File: src/rtl/pxs_sync_gen_pkg.sv
// Shared types and stream field positions for the iPxs sync generator.
// Stream layout: {HS, VS, XC[9:0], YC[9:0], Active}, 23 bits.
package pxs_sync_gen_pkg;

    localparam int CW      = 10;
    localparam int STR_W   = 23;
    localparam int HS_BIT  = 22;
    localparam int VS_BIT  = 21;
    localparam int XC_HI   = 20;
    localparam int XC_LO   = 11;
    localparam int YC_HI   = 10;
    localparam int YC_LO   = 1;
    localparam int ACT_BIT = 0;

    typedef logic [CW-1:0]    coord_t;
    typedef logic [CW:0]      wide_t;
    typedef logic [STR_W-1:0] str_t;

    function automatic str_t pack_str(
        input logic   hs,
        input logic   vs,
        input coord_t xc,
        input coord_t yc,
        input logic   act
    );
        str_t s;
        s                = '0;
        s[HS_BIT]        = hs;
        s[VS_BIT]        = vs;
        s[XC_HI:XC_LO]   = xc;
        s[YC_HI:YC_LO]   = yc;
        s[ACT_BIT]       = act;
        return s;
    endfunction

endpackage

File: src/rtl/pxs_sync_gen_if.sv
// iPxs head-of-chain stream bundle: advance enable in, stream and frame pulse out.
// master: the generator (drives stream); slave: the downstream consumer.
interface pxs_sync_gen_if;
    import pxs_sync_gen_pkg::*;

    logic en;
    str_t VGAStr_o;
    logic frame_o;

    modport master (
        input  en,
        output VGAStr_o,
        output frame_o
    );

    modport slave (
        output en,
        input  VGAStr_o,
        input  frame_o
    );

endinterface

File: src/rtl/pxs_sync_gen_axis_counter.sv
// Modulo-N axis counter with enable, terminal count and window decode.
// Ports: clk, rst (async high), en; cnt, tc (cnt==N-1), win (POL inside
// [START, START+WIDTH), ~POL outside), act (cnt < ACT).
module pxs_axis_counter
    import pxs_sync_gen_pkg::*;
#(
    parameter int N     = 800,
    parameter int START = 656,
    parameter int WIDTH = 96,
    parameter int ACT   = 640,
    parameter bit POL   = 1'b0
) (
    input  logic   clk,
    input  logic   rst,
    input  logic   en,
    output coord_t cnt,
    output logic   tc,
    output logic   win,
    output logic   act
);

    localparam coord_t LAST  = coord_t'(N - 1);
    localparam wide_t  W_LO  = wide_t'(START);
    localparam wide_t  W_HI  = wide_t'(START + WIDTH);
    localparam wide_t  A_LIM = wide_t'(ACT);

    wide_t cnt_w;

    assign cnt_w = {1'b0, cnt};
    assign tc    = (cnt == LAST);
    assign win   = (cnt_w >= W_LO && cnt_w < W_HI) ? POL : ~POL;
    assign act   = (cnt_w < A_LIM);

    always_ff @(posedge clk or posedge rst) begin
        if (rst) begin
            cnt <= '0;
        end else if (en) begin
            cnt <= tc ? '0 : cnt + coord_t'(1);
        end
    end

endmodule

File: src/rtl/pxs_sync_gen.sv
// VGA timing generator emitting the registered RGB-less iPxs stream.
// Ports: px_clk, reset (async high); pxs.en in, pxs.VGAStr_o / pxs.frame_o out.
module pxs_sync_gen
    import pxs_sync_gen_pkg::*;
#(
    parameter int H_ACTIVE = 640,
    parameter int H_FP     = 16,
    parameter int H_SYNC   = 96,
    parameter int H_BP     = 48,
    parameter int V_ACTIVE = 480,
    parameter int V_FP     = 10,
    parameter int V_SYNC   = 2,
    parameter int V_BP     = 33,
    parameter bit HS_POL   = 1'b0,
    parameter bit VS_POL   = 1'b0
) (
    input  logic           px_clk,
    input  logic           reset,
    pxs_sync_gen_if.master pxs
);

    localparam int H_TOTAL = H_ACTIVE + H_FP + H_SYNC + H_BP;
    localparam int V_TOTAL = V_ACTIVE + V_FP + V_SYNC + V_BP;

    if (H_TOTAL > 1024 || V_TOTAL > 1024) begin : g_bad_totals
        $error("pxs_sync_gen: H_TOTAL and V_TOTAL must not exceed 1024");
    end

    coord_t hcnt;
    coord_t vcnt;
    logic   h_tc;
    logic   h_win;
    logic   h_act;
    logic   v_tc_unused;
    logic   v_win;
    logic   v_act;

    pxs_axis_counter #(
        .N     (H_TOTAL),
        .START (H_ACTIVE + H_FP),
        .WIDTH (H_SYNC),
        .ACT   (H_ACTIVE),
        .POL   (HS_POL)
    ) u_h (
        .clk (px_clk),
        .rst (reset),
        .en  (pxs.en),
        .cnt (hcnt),
        .tc  (h_tc),
        .win (h_win),
        .act (h_act)
    );

    // Vertical advances only on the edge where the line wraps.
    pxs_axis_counter #(
        .N     (V_TOTAL),
        .START (V_ACTIVE + V_FP),
        .WIDTH (V_SYNC),
        .ACT   (V_ACTIVE),
        .POL   (VS_POL)
    ) u_v (
        .clk (px_clk),
        .rst (reset),
        .en  (pxs.en & h_tc),
        .cnt (vcnt),
        .tc  (v_tc_unused),
        .win (v_win),
        .act (v_act)
    );

    // Every field is sampled from the same pre-increment counts, so all
    // fields carry the same one-clock latency.
    always_ff @(posedge px_clk or posedge reset) begin
        if (reset) begin
            pxs.VGAStr_o <= pack_str(~HS_POL, ~VS_POL, '0, '0, 1'b0);
            pxs.frame_o  <= 1'b0;
        end else begin
            pxs.frame_o <= pxs.en && (hcnt == '0) && (vcnt == '0);
            if (pxs.en) begin
                pxs.VGAStr_o <= pack_str(h_win, v_win, hcnt, vcnt,
                                         h_act & v_act);
            end
        end
    end

endmodule

File: src/flat_wrapper.sv
// flat-port wrapper written by rule: the top's interface ports become plain ports
module pxs_sync_gen_flat import pxs_sync_gen_pkg::*;
#(
    parameter int H_ACTIVE = 640,
    parameter int H_FP     = 16,
    parameter int H_SYNC   = 96,
    parameter int H_BP     = 48,
    parameter int V_ACTIVE = 480,
    parameter int V_FP     = 10,
    parameter int V_SYNC   = 2,
    parameter int V_BP     = 33,
    parameter bit HS_POL   = 1'b0,
    parameter bit VS_POL   = 1'b0
)
  (px_clk, reset, pxs_en, pxs_VGAStr_o, pxs_frame_o);
  pxs_sync_gen_if pxs_i ();
  input  logic px_clk;
  input  logic reset;
  input wire logic [$bits(pxs_i.en)-1:0] pxs_en;
  output wire logic [$bits(pxs_i.VGAStr_o)-1:0] pxs_VGAStr_o;
  output wire logic [$bits(pxs_i.frame_o)-1:0] pxs_frame_o;
  assign pxs_i.en = pxs_en;
  assign pxs_VGAStr_o = pxs_i.VGAStr_o;
  assign pxs_frame_o = pxs_i.frame_o;
  pxs_sync_gen #(.H_ACTIVE(H_ACTIVE), .H_FP(H_FP), .H_SYNC(H_SYNC), .H_BP(H_BP), .V_ACTIVE(V_ACTIVE), .V_FP(V_FP), .V_SYNC(V_SYNC), .V_BP(V_BP), .HS_POL(HS_POL), .VS_POL(VS_POL)) u_core (.px_clk(px_clk), .reset(reset), .pxs(pxs_i));
endmodule
File: config.mk
export PLATFORM = sky130hd
export DESIGN_NAME = pxs_sync_gen_flat
export DESIGN_NICKNAME = d
export VERILOG_FILES = /design/src/rtl/pxs_sync_gen_pkg.sv /design/src/rtl/pxs_sync_gen_if.sv /design/src/rtl/pxs_sync_gen_axis_counter.sv /design/src/rtl/pxs_sync_gen.sv /design/src/flat_wrapper.sv
export SDC_FILE = /design/constraint.sdc
export NUM_CORES = 1
export LEC_CHECK = 0
export ABC_AREA = 1
export CAP_MARGIN = 40
export CORE_UTILIZATION = 59
export CTS_BUF_LIST = sky130_fd_sc_hd__clkbuf_16
export DETAILED_ROUTE_END_ITERATION = 10
export PLACE_DENSITY = 0.84
export SLEW_MARGIN = 20
export SYNTH_ARGS = -nofsm -noshare
export SYNTH_HDL_FRONTEND = slang
export SYNTH_HIERARCHICAL = 1
export SYNTH_SLANG_ARGS = --single-unit
File: constraint.sdc
create_clock -name px_clk -period 3.7 [get_ports px_clk]
set_clock_uncertainty 0.2 [all_clocks]
set_input_delay 0.74 -clock px_clk [delete_from_list [all_inputs] [get_ports px_clk]]
set_output_delay 0.74 -clock px_clk [all_outputs]
set_load 0.005 [all_outputs]
[After elaboration in Yosys (flattened, before gate mapping)]
Index checks and enable logic that the tools add are counted.
Word-level totals
  output and inout bits: 24
  word-level logic and storage cells: 26
  flip-flop bits (word level): 44
  bits of input ports: 3
Operators by class
  add/sub/neg operators: 2
  bitwise operators: 2
  $lt $le $gt $ge: 6
  reduce and logical (&&, ||, !) cells: 6
  equality and inequality tests: 2
  mux-type cells: 4
Operator list (number)
  10-bit by 1-bit adder with 10-bit output, second input constant: 2
  10-bit equality test, second input constant: 2
  10-bit logical NOT: 2
  10-bit less-than comparator, second input constant: 2
  10-bit by 9-bit less-than comparator with 1-bit output, second input constant: 2
  10-bit 2-to-1 mux: 2
  10-bit >= comparator, second input constant: 1
  10-bit by 9-bit >= comparator with 1-bit output, second input constant: 1
  1-bit logical AND: 4
  1-bit AND: 2
  1-bit 2-to-1 mux: 2

[Depth between registers and ports, before layout]
Gate-level depths: netlist of run 1.
  depth after elaboration: 3
  mapped depth: 14
  mapped depth without buffers: 14

[Hierarchy]
Netlist of run 1, hierarchy kept.
By module, submodules not included
  pxs_sync_gen: area an instance 970.9 µm², cells each 118, sequential area each 603.1 µm², times used 1
  pxs_axis_counter (u_core.u_h): area an instance 675.6 µm², cells each 94, sequential area each 250.2 µm², times used 1
  pxs_axis_counter (u_core.u_v): area an instance 626.9 µm², cells each 90, sequential area each 250.2 µm², times used 1

[Least setup slack after synthesis of run 1]
No wires, ideal clock.
  kind: reg-to-reg
  start point: register u_core.u_h.cnt[0]
  end point: register u_core.u_v.cnt[8]
  library setup time: 0.113 ns
  required time: 3.387 ns
  path buffers: 0
  period minus slack after synthesis: 1.921 ns
  stages on the path, launching flop included: 14
  setup slack: 1.779 ns
  arrival: 1.608 ns
  path through: dfrtp_1 -> ha_1 -> nand2_1 -> nor2_2 -> and3_1 -> nand2_1 -> inv_1 -> nand2_2 -> nor2_2 -> nand2_2 -> inv_2 -> nand3_1 -> nand2_1 -> inv_1
Between the ends
  word-level cells in the longest chain between the ends: 2
RTL lines
  start: declaration: RTL line pxs_sync_gen_axis_counter.sv:16  | output coord_t cnt,
  start signal: assignment: RTL line pxs_sync_gen_axis_counter.sv:38  | cnt <= tc ? '0 : cnt + coord_t'(1);
  10-bit equality test: RTL line pxs_sync_gen_axis_counter.sv:30  | assign tc = (cnt == LAST);
  via u_core.h_tc: RTL line pxs_sync_gen.sv:31  | logic h_tc;
  1-bit AND: RTL line pxs_sync_gen.sv:64  | .en (pxs.en & h_tc),
  end signal: assignment: RTL line pxs_sync_gen_axis_counter.sv:38
  end: declaration: RTL line pxs_sync_gen_axis_counter.sv:16
The timed path passes the listed nets, and every way through them passes these cells.
A chain may end at the register's enable or synchronous reset.

[Worst setup path in the final report of run 1]
  start point: register u_core.pxs.VGAStr_o[22]
  end point: output pxs_VGAStr_o[22]
RTL lines
  start: declaration: RTL line pxs_sync_gen_if.sv:12  | output VGAStr_o,
  start signal: assignment: RTL line pxs_sync_gen.sv:75  | pxs.VGAStr_o <= pack_str(~HS_POL, ~VS_POL, '0, '0, 1'b0);
  start signal: assignment: RTL line pxs_sync_gen.sv:80  | pxs.VGAStr_o <= pack_str(h_win, v_win, hcnt, vcnt,
  end: declaration: RTL line flat_wrapper.sv:20  | output wire logic [$bits(pxs_i.VGAStr_o)-1:0] pxs_VGAStr_o;
No word-level cell between the ends.

==> results by group, run 1 <==
Clock tree
  • Clock insertion delay at the later pin of the skew report: 280 ps
  • CTS H-tree depth: 2
  • Post-cts resize count: 0
  • Clock tree from TritonCTS: done
  • Maximum clock insertion buffer count: 2
  • Clock transition at the registers of the reported paths: 60 ps
  • Setup Buffers After CTS: 0
  • Sink count of the clock tree: 44
  • Number of buffers created by CTS: 5
  • Root buffer cell: clkbuf_16
  • Hold-fix buffer count after cts: 0

Floorplanning
  • Top Ports: 27
  • Vert. Die Dim: 64.0 um
  • Chip width: 64.0 um
  • Starting utilization of the core area: 61.5%
  • Total Die Area: 4100 um2
  • Standard cell core area: 3690 um2
  • Total number of placement rows: 22

Min path
  • Worst hold path type: reg2reg

Cells and area
  • Area of the multi-input gates: 970 um2
  • Commonest cells after routing, fill and taps aside: nand2_1 (115), dfrtp_1 (42), inv_1 (41), nor2_1 (31), clkdlybuf4s50_1 (26)
  • Most common cell after layout, fill and taps aside: nand2_1
  • Fin nets: 338
  • Post-synthesis to final-layout area growth: 20.1%
  • Ant diodes: 0
  • Share of cells above drive strength 1: 7.85%
  • Filler cells: 301
  • Final design utilization: 73.9%
  • Combined flip-flop and latch cell area: 1100 um2

STA
  • Unrepaired setup endpoints after global routing: no
  • Final Hold Fails: 0
  • Period utilization: 60.7%
  • Headroom to the max-slew limit: 72.3%
  • Time the worst path needs with I/O delays and setup: 2250 ps
  • Number of max-slew violations in the final report: 0
  • Endpoints failing setup: 0
  • Tightest Pin Transition: 415 ps
  • Timing-limited maximum frequency: 445 MHz
  • Setup TNS: 0 ps

Logic synthesis
  • Post-synthesis instance area: 2270 um2
  • Count of yosys warnings during synthesis: 6
  • Syn_nets: 309
  • Post-Synthesis Cells: 301
  • Per-instance average area after synthesis: 7.54 um2

Detailed routing
  • Drt first-iter violations: 95
  • Wirelength per Cell: 12.8 um
  • Count of TritonRoute iterations in the first routing pass: 4
  • Number of remaining DRC errors: 0
  • Via-to-Cell Ratio: 5.21
  • Antenna Nets Post-Route: 0
  • Aggregate routed wire length: 4850 um
  • Detailed-route via count: 1973

Flow run
  • Maximum Capacitance Violations: 0

Global route
  • Wire length of the first global-routing pass: 8400 um
  • Number of global-route vias before repair: 1980
  • Antenna violations before repair: 0
  • Congestion Overflow GR: 0
  • Total global routing track utilization: 26.7%
  • Largest net degree at the start of global routing: 27

Worst setup path
  • Critical-path top delay cell: dfstp_2
  • Crit path required time: 2760 ps
  • Critical Setup Path Class: reg2out
  • Ordered list of cells on the worst path: clkdlybuf4s50_1
  • Top fanout value on the critical path: 2
  • Delay of the slowest cell on the worst path: 530 ps
  • Buffers and inverters on the worst path: 1
  • Category of the worst setup path launch point: flop
  • Arrival time of the worst setup path: 1310 ps
  • Critical Path End Type: primary output
  • Cell family with most CP delay: flip-flops

Placed design
  • Gp weighted congestion: 0.844
  • Detailed Place HPWL: 3480 um
  • Count of buffers from port buffering: 26

Pwr
  • Worst IR Drop VDD: 0.372 mV
  • Static leakage: 1.50 nW
  • Total power density per cell area: 522 nW/um2

Outcome
  • Outcome: completed
cell type report:
| class | count | area share [%] |
|---|---|---|
| sequential | 44 | 40.5 |
| clock buffer | 5 | 4.59 |
| multi-input combinational | 208 | 35.6 |
| timing repair buffer | 28 | 10.8 |
| tap | 48 | 2.20 |
| clock inverter | 3 | 0.413 |
| inverter | 43 | 5.92 |
state kept, by name (all words and copies together) (netlist names):
| register | cells |
|---|---|
| u_core/u_h/cnt | 10 |
| u_core/pxs.frame_o | 1 |
| u_core/pxs.VGAStr_o | 23 |
| u_core/u_v/cnt | 10 |
path summary, 6_finish.rpt:
check                                                     from                             endpoint  slack [ps]  cells after the start
max                        u_core/pxs.VGAStr_o[22]$_DFFE_PP1P_                     pxs_VGAStr_o[22]        1450                      1
min                        u_core/pxs.VGAStr_o[21]$_DFFE_PP1P_  u_core/pxs.VGAStr_o[21]$_DFFE_PP1P_         270                      2
max reg2reg                      u_core/u_h/cnt[0]$_DFFE_PP0P_        u_core/u_v/cnt[8]$_DFFE_PP0P_        1480                     13
min reg2reg                u_core/pxs.VGAStr_o[21]$_DFFE_PP1P_  u_core/pxs.VGAStr_o[21]$_DFFE_PP1P_         270                      2
max in group asynchronous                                reset  u_core/pxs.VGAStr_o[21]$_DFFE_PP1P_        2270                      3
min in group asynchronous                                reset  u_core/pxs.VGAStr_o[13]$_DFFE_PP0P_         570                      2
power by group:
part / leakage (nW) / internal, W / switching, W
Combinational: 0.920 / 0.000155 / 0.000195
Clock: 0.0738 / 0.000243 / 0.000164
Sequential: 0.511 / 0.000563 / 0.000103
Total: 1.50 / 0.000961 / 0.000462
per-layer routing:
| layer | vias to the layer above | track usage (%) | part of all wire [%] |
|---|---|---|---|
| li1 | 971 | - | - |
| met1 | 922 | 34.4 | 46 |
| met5 | - | 0 | 0 |
| met2 | 70 | 43.4 | 47 |
| met3 | 10 | 6.96 | 5.8 |
| met4 | 0 | 9.66 | 1.4 |
stage by stage:
stage | hold slack [ps] | power (W) | instances | instance area, um2 | setup slack [ps]
after floorplan | 252 | 0.000872 | 301 | 2270 | 1780
after global placement | 254 | 0.000999 | 370 | 2560 | 1250
after detailed placement | 258 | 0.00102 | 371 | 2590 | 1220
after CTS | 274 | 0.00143 | 379 | 2730 | 1440
after global routing | 289 | 0.00151 | 379 | 2730 | 1230
final | 269 | 0.00142 | 379 | 2730 | 1450
Note: power is estimated with default switching activity, not from simulation.
==> inputs of run 2 (changes only) <==
--- a/config.mk
+++ b/config.mk
@@ -7,10 +7,10 @@
 export LEC_CHECK = 0
 export ABC_AREA = 1
 export CAP_MARGIN = 40
-export CORE_UTILIZATION = 59
+export CORE_UTILIZATION = 55
 export CTS_BUF_LIST = sky130_fd_sc_hd__clkbuf_16
 export DETAILED_ROUTE_END_ITERATION = 10
-export PLACE_DENSITY = 0.84
+export PLACE_DENSITY = 0.79
 export SLEW_MARGIN = 20
 export SYNTH_ARGS = -nofsm -noshare
 export SYNTH_HDL_FRONTEND = slang
==> constraint.sdc (replaced) <==
create_clock -name px_clk -period 2.1 [get_ports px_clk]
set_clock_uncertainty 0.2 [all_clocks]
set_input_delay 0.42 -clock px_clk [delete_from_list [all_inputs] [get_ports px_clk]]
set_output_delay 0.42 -clock px_clk [all_outputs]
set_load 0.005 [all_outputs]
==> results by group, run 2 (synthesis gave the netlist of run 1 again) <==
Detailed routing
  • Antenna Nets Post-Route: 0 (unchanged)
  • Number of remaining DRC errors: 0 (unchanged)
  • Drt first-iter violations: 221 (+130%)
  • Detailed-route via count: 2056 (+4.2%)
  • Count of TritonRoute iterations in the first routing pass: 5 (+1)
  • Wirelength per Cell: 12.7 um (-0.74%)
  • Via-to-Cell Ratio: 5.27 (+1.3%)
  • Aggregate routed wire length: 4950 um (+2.1%)

Floorplanning
  • Chip width: 66.2 um (+3.5%)
  • Vert. Die Dim: 66.2 um (+3.5%)
  • Top Ports: 27 (unchanged)
  • Starting utilization of the core area: 59.7% (-1.8 points)
  • Total Die Area: 4390 um2 (+7.0%)
  • Standard cell core area: 3800 um2 (+3.0%)
  • Total number of placement rows: 22 (unchanged)

Global route
  • Wire length of the first global-routing pass: 8450 um (+0.65%)
  • Total global routing track utilization: 26.3% (-0.41 points)
  • Congestion Overflow GR: 0 (unchanged)
  • Antenna violations before repair: 0 (unchanged)
  • Number of global-route vias before repair: 1840 (-7.1%)
  • Largest net degree at the start of global routing: 30 (+11%)

Pwr
  • Static leakage: 1.57 nW (+4.2%)
  • Switching Fraction: 31.0% (-1.4 points)
  • Net switching power: 0.000852 W (+84%)
  • Register share of total power: 40.1% (-6.7 points)
  • Fraction of power consumed by combinational cells: 28.9% (+4.3 points)
  • Internal cell power: 0.00189 W (+97%)
  • Worst IR Drop VDD: 0.885 mV (+140%)
  • Share of total power in the clock network: 31.0% (+2.4 points)
  • Total power density per cell area: 966 nW/um2 (+85%)

Min path
  • Worst hold path stage count: 2 (unchanged)
  • Worst hold path type: reg2reg
  • Start point of the worst min-delay path: u_core/pxs.VGAStr_o[22]$_DFFE_PP1P_
  • Terminating pin of the worst hold path: u_core/pxs.VGAStr_o[22]$_DFFE_PP1P_

Outcome
  • Outcome: completed

Cells and area
  • Commonest cells after routing, fill and taps aside: nand2_1 (115), dfrtp_1 (42), inv_1 (39), nor2_1 (31), clkdlybuf4s50_1 (26)
  • Ant diodes: 0 (unchanged)
  • Largest reg by FF count: u_core/pxs.VGAStr_o
  • Largest register FFs: 23 (unchanged)
  • Share of cells above drive strength 1: 11.7% (+3.8 points)
  • Fin nets: 349 (+3.3%)
  • Post-synthesis to final-layout area growth: 25.2%
  • Most common cell after layout, fill and taps aside: nand2_1
  • Leading registers by flop count: u_core/pxs.VGAStr_o (23), u_core/u_h/cnt (10), u_core/u_v/cnt (10)
  • Filler cells: 277 (-8.0%)

Clock tree
  • Hold-fix buffer count after cts: 0 (unchanged)
  • Root buffer cell: clkbuf_16
  • Number of buffers created by CTS: 5 (unchanged)
  • CTS H-tree depth: 2 (unchanged)
  • Maximum clock insertion buffer count: 2 (unchanged)
  • Clock insertion delay at the later pin of the skew report: 280 ps (about the same)
  • Sink count of the clock tree: 44 (unchanged)
  • Clock transition at the registers of the reported paths: 60 ps (about the same)
  • Clock tree from TritonCTS: done

STA
  • Unrepaired setup endpoints after global routing: no
  • Headroom to the max-slew limit: 72.8% (+0.56 points)
  • Final Hold Fails: 0 (unchanged)
  • Setup TNS: 0 ps (unchanged)
  • Period utilization: 92.7%
  • Number of max-slew violations in the final report: 0 (unchanged)
  • Timing-limited maximum frequency: 514 MHz
  • Worst slack on hold paths: 268 ps (-0.508 ps)
  • Tightest Pin Transition: 407 ps (-8.26 ps)
  • Endpoints failing setup: 0 (unchanged)
  • Time the worst path needs with I/O delays and setup: 1950 ps

Worst setup path
  • Category of the worst setup path launch point: flop
  • Crit path required time: 2070 ps (-690 ps)
  • Path depth of the worst reg2reg path: 13 (unchanged)
  • Arrival time of the worst setup path: 1920 ps (+610 ps)
  • Worst setup slack for register-to-register paths: 150 ps (-1330 ps)
  • End of the worst register-to-register path: u_core/u_v/cnt[8]$_DFFE_PP0P_
  • Critical Path End Type: flop
  • Top fanout value on the critical path: 5 (+3)
  • Reg2Reg Launch Point: u_core/u_h/cnt[7]$_DFFE_PP0P_
  • Critical Setup Path Class: reg2reg

Flow run
  • Maximum Capacitance Violations: 0 (unchanged)

Placed design
  • Detailed Place HPWL: 3620 um (+4.1%)
  • Count of buffers from port buffering: 26 (unchanged)
  • Gp weighted congestion: 0.916 (+8.5%)
## run 2: routing by layer
layer / GRT usage (%) / up-vias / share of wire, %
met4: 7.71 / 0 / 1.4
met3: 6.38 / 13 / 7.9
li1: - / 1000 / -
met5: 0 / - / 0
met2: 40.9 / 100 / 46
met1: 36.4 / 943 / 44
## run 2: worst max-delay path, cell delays in order (launching register included)
cell,delay (ps)
dfrtp_1,420
inv_1,150
nand2_1,60
nor2_1,140
and3_1,210
nand2_1,70
inv_2,100
nand2_2,80
nor2_2,90
nand2_2,70
inv_2,70
nand3_1,60
nand2_1,70
inv_1,40
## run 2: power by group through the flow
stage                     combinational (W)  clock [W]  sequential (W)
after global placement             0.000754          0         0.00110
after detailed placement           0.000776          0         0.00111
after global routing               0.000875   0.000915         0.00112
after floorplan                    0.000403          0         0.00113
after CTS                          0.000787   0.000869         0.00110
final                              0.000794   0.000849         0.00110
## run 2: how the worst max path moves through the flow
stage	startpoint	to	slack [ps]	cells past startpoint
floorplan	u_core/u_h/cnt[0]$_DFFE_PP0P_	u_core/u_v/cnt[8]$_DFFE_PP0P_	180	13
CTS	u_core/u_h/cnt[7]$_DFFE_PP0P_	u_core/u_v/cnt[8]$_DFFE_PP0P_	130	13
global placement	pxs_en	u_core/u_v/cnt[8]$_DFFE_PP0P_	170	10
detailed placement	pxs_en	u_core/u_v/cnt[8]$_DFFE_PP0P_	140	10
global route	u_core/u_h/cnt[7]$_DFFE_PP0P_	u_core/u_v/cnt[8]$_DFFE_PP0P_	20	13
finish	u_core/u_h/cnt[7]$_DFFE_PP0P_	u_core/u_v/cnt[8]$_DFFE_PP0P_	150	13
## run 2: area by class of cell
type | instances | area, um2 | share of cell area [%]
Sequential cell | 44 | 1100 | 38.8
Multi-Input combinational cell | 208 | 970 | 34.1
Timing Repair Buffer | 39 | 383 | 13.5
Inverter | 43 | 161 | 5.68
Clock buffer | 5 | 125 | 4.40
Tap cell | 48 | 60.1 | 2.11
Clock inverter | 3 | 38.8 | 1.37
## run 2: per-stage QoR
step / util (%) / std cells / worst slack [ps] / area [um2] / power [W]
after floorplan: - / 301 / 179 / 2270 / 0.00154
after global placement: 70.5 / 382 / 171 / 2680 / 0.00185
after detailed placement: 70.5 / 382 / 142 / 2680 / 0.00189
after CTS: 74.8 / 390 / 134 / 2840 / 0.00275
after global routing: 74.8 / 390 / 23.5 / 2840 / 0.00291
final: 74.8 / 390 / 154 / 2840 / 0.00274
## run 2: what timing repair did
action / in CTS / in global routing
setup endpoints to repair: 0 / 2
setup buffers: 0 / 0
gates resized for setup: 0 / 1
